[config.mk]
export PLATFORM = sky130hd
export DESIGN_NAME = keccak_slicer
export DESIGN_NICKNAME = d
export VERILOG_FILES = /design/src/rtl/keccak_slicer.sv
export SDC_FILE = /design/constraint.sdc
export NUM_CORES = 1
export LEC_CHECK = 0
export CORE_MARGIN = 4
export CORE_UTILIZATION = 35
export DETAILED_ROUTE_END_ITERATION = 7
export PLACE_DENSITY = 0.65
export SLEW_MARGIN = 20
export SYNTH_ARGS = -nofsm -noshare
export SYNTH_HDL_FRONTEND = slang
export SYNTH_SLANG_ARGS = --single-unit
[constraint.sdc]
create_clock -name clk -period 4.5 [get_ports clk]
set_input_delay 0.675 -clock clk [delete_from_list [all_inputs] [get_ports clk]]
set_output_delay 0.675 -clock clk [all_outputs]
set_load 0.1 [all_outputs]
[src/rtl/keccak_slicer.sv]
// Snapshot register that hands a wide Keccak state out as narrow words, either by index (1-cycle read) or as a
// valid/ready stream with no bubbles; define KECCAK_SLICER_BSWAP_EN to byte-reverse every output word.
module keccak_slicer #(
  parameter  int IN_W  = 512,
  parameter  int OUT_W = 32,
  localparam int WORDS = IN_W / OUT_W,
  localparam int IDX_W = $clog2(WORDS)
) (
  input  logic             clk,
  input  logic             rst,
  input  logic             load,
  input  logic [IN_W-1:0]  in_data,
  input  logic             rd_en,
  input  logic [5:0]       rd_idx,
  input  logic             start,
  output logic [OUT_W-1:0] dout,
  output logic             dout_valid,
  input  logic             dout_ready,
  output logic             busy,
  output logic             done
);

  typedef enum logic [1:0] {
    ST_IDLE,
    ST_FETCH,
    ST_STREAM
  } state_t;

  localparam logic [IDX_W-1:0] LAST_IDX = IDX_W'(WORDS - 1);

  state_t           state_q, state_d;
  logic [IDX_W-1:0] ptr_q, ptr_d;
  logic [IN_W-1:0]  snap_q, snap_d;
  logic [OUT_W-1:0] dout_q, dout_d;
  logic             vld_q, vld_d;
  logic             done_q, done_d;

  // Only the low index bits select a word; the rest of the instruction field is don't-care.
  logic unused_idx_bits;
  assign unused_idx_bits = ^rd_idx[5:IDX_W];

  function automatic logic [OUT_W-1:0] word_of(input logic [IN_W-1:0] snap, input logic [IDX_W-1:0] idx);
    logic [OUT_W-1:0] w;
    logic [OUT_W-1:0] r;
    w = snap[idx*OUT_W +: OUT_W];
`ifdef KECCAK_SLICER_BSWAP_EN
    for (int b = 0; b < OUT_W / 8; b++) begin
      r[b*8 +: 8] = w[OUT_W-8-b*8 +: 8];
    end
`else
    r = w;
`endif
    return r;
  endfunction

  always_comb begin
    state_d = state_q;
    ptr_d   = ptr_q;
    snap_d  = snap_q;
    dout_d  = dout_q;
    vld_d   = vld_q;
    done_d  = 1'b0;

    if (load) begin
      snap_d = in_data;
    end

    // All read data comes from snap_q, so a read coinciding with load sees the old snapshot.
    case (state_q)
      ST_IDLE: begin
        vld_d = 1'b0;
        if (start && !load) begin
          state_d = ST_FETCH;
          ptr_d   = '0;
        end else if (rd_en && !start) begin
          dout_d = word_of(snap_q, rd_idx[IDX_W-1:0]);
          vld_d  = 1'b1;
        end
      end
      ST_FETCH: begin
        dout_d  = word_of(snap_q, ptr_q);
        vld_d   = 1'b1;
        state_d = ST_STREAM;
      end
      ST_STREAM: begin
        if (vld_q && dout_ready) begin
          if (ptr_q == LAST_IDX) begin
            state_d = ST_IDLE;
            vld_d   = 1'b0;
            done_d  = 1'b1;
          end else begin
            ptr_d  = ptr_q + 1'b1;
            dout_d = word_of(snap_q, ptr_q + 1'b1);
          end
        end
      end
      default: begin
        state_d = ST_IDLE;
        vld_d   = 1'b0;
      end
    endcase

    // A new snapshot invalidates any stream in flight.
    if (load && state_q != ST_IDLE) begin
      state_d = ST_IDLE;
      vld_d   = 1'b0;
      done_d  = 1'b0;
      dout_d  = dout_q;
    end
  end

  always_ff @(posedge clk) begin
    if (rst) begin
      state_q <= ST_IDLE;
      ptr_q   <= '0;
      snap_q  <= '0;
      dout_q  <= '0;
      vld_q   <= 1'b0;
      done_q  <= 1'b0;
    end else begin
      state_q <= state_d;
      ptr_q   <= ptr_d;
      snap_q  <= snap_d;
      dout_q  <= dout_d;
      vld_q   <= vld_d;
      done_q  <= done_d;
    end
  end

  assign dout       = dout_q;
  assign dout_valid = vld_q;
  assign busy       = (state_q != ST_IDLE);
  assign done       = done_q;

endmodule

* After elaboration in Yosys (flattened, before gate mapping) *
Cells that the tools add are included.

cells by class
  muxes and demuxes = 19
  bitwise gates (word level) = 3
  $add $sub $neg = 1
  shift operators = 3
  equal/unequal tests = 9
  reductions and logical operators = 16

operators by type and width
  operator                                              number
  variable part select 512 x 10 -> 32 bit               3
  two-way mux 32 bit                                    4
  one-hot mux 32 bit (3 select lines)                   1
  two-way mux 4 bit                                     3
  != test 2 bit (second input constant)                 6
  one-hot mux 4 bit (2 select lines)                    1
  two-way mux 2 bit                                     3
  one-hot mux 2 bit (3 select lines)                    1
  AND reduction 6 bit                                   1
  two-way mux 1 bit                                     5
  adder 4 x 1 -> 4 bit (second input constant)          1
  equality test 4 bit (second input constant)           1
  logical AND 1 bit                                     4
  AND reduction 4 bit                                   1
  nonzero test 2 bit                                    2
  OR reduction 4 bit                                    1
  NOT 1 bit                                             3
  one-hot mux 1 bit (3 select lines)                    1
  AND reduction 3 bit                                   1
  nonzero test 3 bit                                    1
  equality test 2 x 1 -> 1 bit (second input constant)  1
  equality test 2 bit (second input constant)           1
  zero test 1 bit                                       2
  zero test 2 bit                                       1
  2 further kinds                                       2

storage, ports and cells
  register bits = 552
  logic and storage cells = 57
  bits of input ports = 524
  output and inout bits = 35

* Depth between registers and ports, before layout *
  word-level depth = 5
  depth in mapped cells = 12

* Worst setup path after synthesis *
OpenSTA, ideal clock, no wires.

  path kind = reg-to-reg
  from = reg state_q[0]
  to = reg dout_q[13] (netlist: dout[13])
  required time = 4412 ps
  slack = 2164 ps
  library setup time = 88 ps
  stages on the path, launching flop included = 11
  buffers on the path = 2
  data arrival time = 2248 ps
  period minus slack after synthesis = 2336 ps
  cells stage by stage = dfxtp_1 -> inv_1 -> ha_1 -> buf_2 -> nand3_1 -> nand2_1 -> nor2_4 -> buf_4 -> mux2i_1 -> o211ai_1 -> a311oi_2

on the way
  word-level cells in the longest chain between the ends = 4
  elaborated cells on any way between the ends = 13

ends and longest elaborated chain
  element                                                                      line  source
  start: declaration                                                           31    state_t state_q, state_d;
  start signal: assignment                                                     121   state_q <= state_d;
  parallel branches: the longest is 4 deep, another holds AND reduction 6 bit  n/a
  end signal: assignment                                                       124   dout_q <= dout_d;
  end: declaration                                                             34    logic [OUT_W-1:0] dout_q, dout_d;

Parallel ways; which one is timed is not known.
A chain may end at the register's enable or synchronous reset.

* Final worst setup path *
  from = reg state_q[0]
  to = reg dout_q[28] (netlist: dout[28])

Same word-level chain as after synthesis.

==> metrics.txt <==
Clock Latency Late Sink 0.63 ns; post-layout util 47.88%; total die area 73180 um^2; Compound-Gate Fraction of Synth Area 5.509%; share of cells above drive strength 1 5.724%; final setup violation count 0; Routed wire per std cell 22.31 um; RSZ-0062 raised after global routing no; chip width 270.5 um; EDFF count, synth 0; met1 usage 33.49%; Final #Nets 3677; post-synth cell types 46; initial DRC count 1624; Clock Tree Root clkbuf_16; Post-DP HPWL 65380 um; Core Area 67750 um^2; initial antenna violation count 29; routed vias 20.78k; synthesized net count 3226; number of synthesized register bits 552; met3 Resource Use GR 5.777%; sequential element share of the synthesized area 45.82%; GR Util met2 36.36%; Die Span Y 270.5 um; commonest cells after routing, fill and taps aside mux2i_1 (610), nor2_1 (557), clkdlybuf4s50_1 (553); Synth area leaders dfxtp_1 (46%), mux2i_1 (25%), nor2_1 (8.7%), nand2_1 (7.0%), nand3_1 (2.8%); I/O pin total 559; gr busiest metal met2; Clock transition at path regs 0.06 ns; Adder-Cell Fraction of Synth Area 0.3113%; total global-route track usage 23.75%; largest family of logic cells by synthesized area multiplexers; global-route wire length before repair 132100 um; relative slew slack 22.88%; xor/xnor share of the synthesized area 0%; status finished, final reports clean; WS Path Type register to register; TritonCTS Buffers 60; fin. max-slew vios 0; Max Fclk 275.3 MHz; Avg Inst Size Synth 8.946 um^2; Synth Area in Simple Gates 19.00%; Most used DFF post-synth dfxtp_1; Post-route DRC 0; Async SR Flop Fraction 0%; Crit. End Element register; row cnt 95; First-pass DRT Iterations 5; Filler cells 6581; Post-Synthesis Cells 2696; CTS tree yes; CP Launch Type register; non-filler instance count after layout 4088; setup TNS 0 ns; placer congestion estimate 0.8433; clk_skew 0.01805 ns; starting density of the core 35.60%; Peak supply drop 301.7 uV; Area Growth Syn to Fin 34.50%; largest net degree at the start of global routing 135; Syn. warnings 0; # placed instances 3958; Port Buffer Count 556; Post-CTS Setup Bufs 0; mux contribution to synthesized area 25.46%; Leakage 13.97 nW; crit path DAT 4.08 ns; Tightest Hold Check Type register to register; aggregate global routing overflow 0; post-CTS resize count 0; Synth top area share 45.82%; post-synthesis cell area 24120 um^2; hold_buf cts 0; H-tree depth 2; Avg Vias per Cell 5.083; max_cap viols 0; Final Critical Period 3.632 ns; area leader, netlist dfxtp_1; PwrDens 411.7 nW/um^2; hold violation count in the final report 0; crit-path max FO 34; Overall Power 13.35 mW; Clock Tree Buf Depth 3; vias in the first global route 20.04k; Worst Max-Slew Pin Slew 1.153 ns; Total Wirelength 91200 um; commonest non-fill, non-tap cell in the layout mux2i_1; CTS sink count 552; Tcrit/Tclk final 80.72%; Antenna Nets Post-Route 0; Worst Path Required 4.95 ns
==> area by class of cell <==
cell class	instances	area (um^2)	share of cell area (%)
clock buffer	84	1743	5.373
antenna	18	45.04	0.1389
inverter	5	18.77	0.05785
sequential	552	11050	34.06
tap	873	1092	3.367
clock inverter	28	266.5	0.8215
multi-input combinational	1932	12190	37.58
timing repair buffer	596	6033	18.60
==> per-stage QoR <==
| stage | hold WS (ns) | cell area (um^2) | setup WS [ns] |
|---|---|---|---|
| CTS | 0.4483 | 32400 | 0.9423 |
| global placement | 0.4713 | 30390 | 0.8775 |
| floorplan | 0.4596 | 24120 | 2.164 |
| detailed placement | 0.4787 | 30390 | 0.8587 |
| finish | 0.4894 | 32440 | 0.8678 |
| global route | 0.4868 | 32430 | 0.7456 |
==> metal layers <==
metal	routed length, um	up-vias
li1	-	10070
met1	42460	9927
met2	40400	641
met3	6401	120
met4	1803	20
met5	134	-
==> kinds of logic after synthesis <==
family	after synthesis
AO/OA/AOI/OAI	156
adder cells (fa/ha/maj)	6
buffers and inverters	212
flip-flops	552
multiplexers	612
AND/OR/NAND/NOR	1158
==> Yosys cell counts (2+ instances only) <==
library cell,n
nand2_4,2
dfxtp_1,552
buf_6,4
a22oi_1,3
and2_1,2
buf_4,15
a21oi_1,4
nand2_1,450
clkbuf_1,84
buf_2,46
o221ai_1,22
o21ai_0,5
o221ai_2,10
buf_1,57
a31oi_1,33
o211ai_1,33
a21o_1,4
a311oi_1,24
a311oi_2,9
mux2i_1,610
nand3_1,134
nand3b_1,2
ha_1,6
nor2_4,2
nor2b_1,2
nor2_1,558
inv_1,4
==> worst max-delay path: stages, from the launching register on <==
cell and delay [ns]:
dfxtp_1 0.41, inv_1 0.11, ha_1 0.58, nor2_1 0.36, a21o_4 0.45, nand2_4 0.41
o221ai_1 0.89, a311oi_1 0.19
==> where the power goes <==
part / leakage, nW / internal [mW] / switching (mW)
Combinational: 8.41 / 1.13 / 1.80
Clock: 0.999 / 2.93 / 2.12
Sequential: 4.56 / 5.21 / 0.164
Total: 14.0 / 9.27 / 4.08
==> final timing paths <==
kind	start	cells past startpoint	slack (ns)	endpoint
hold reg to reg	snap_q[282]	2	0.49	snap_q[282]
setup / recovery	state_q[0]	7	0.87	dout[28]
setup reg to reg	state_q[0]	7	0.87	dout[28]
hold / removal	snap_q[282]	2	0.49	snap_q[282]
==> sequential cells by signal, indices dropped and copies added (netlist names) <==
name and count:
done 1, dout 32, dout_valid 1, ptr_q 4, snap_q 512, state_q 2
(Power assumes the default switching activity.)
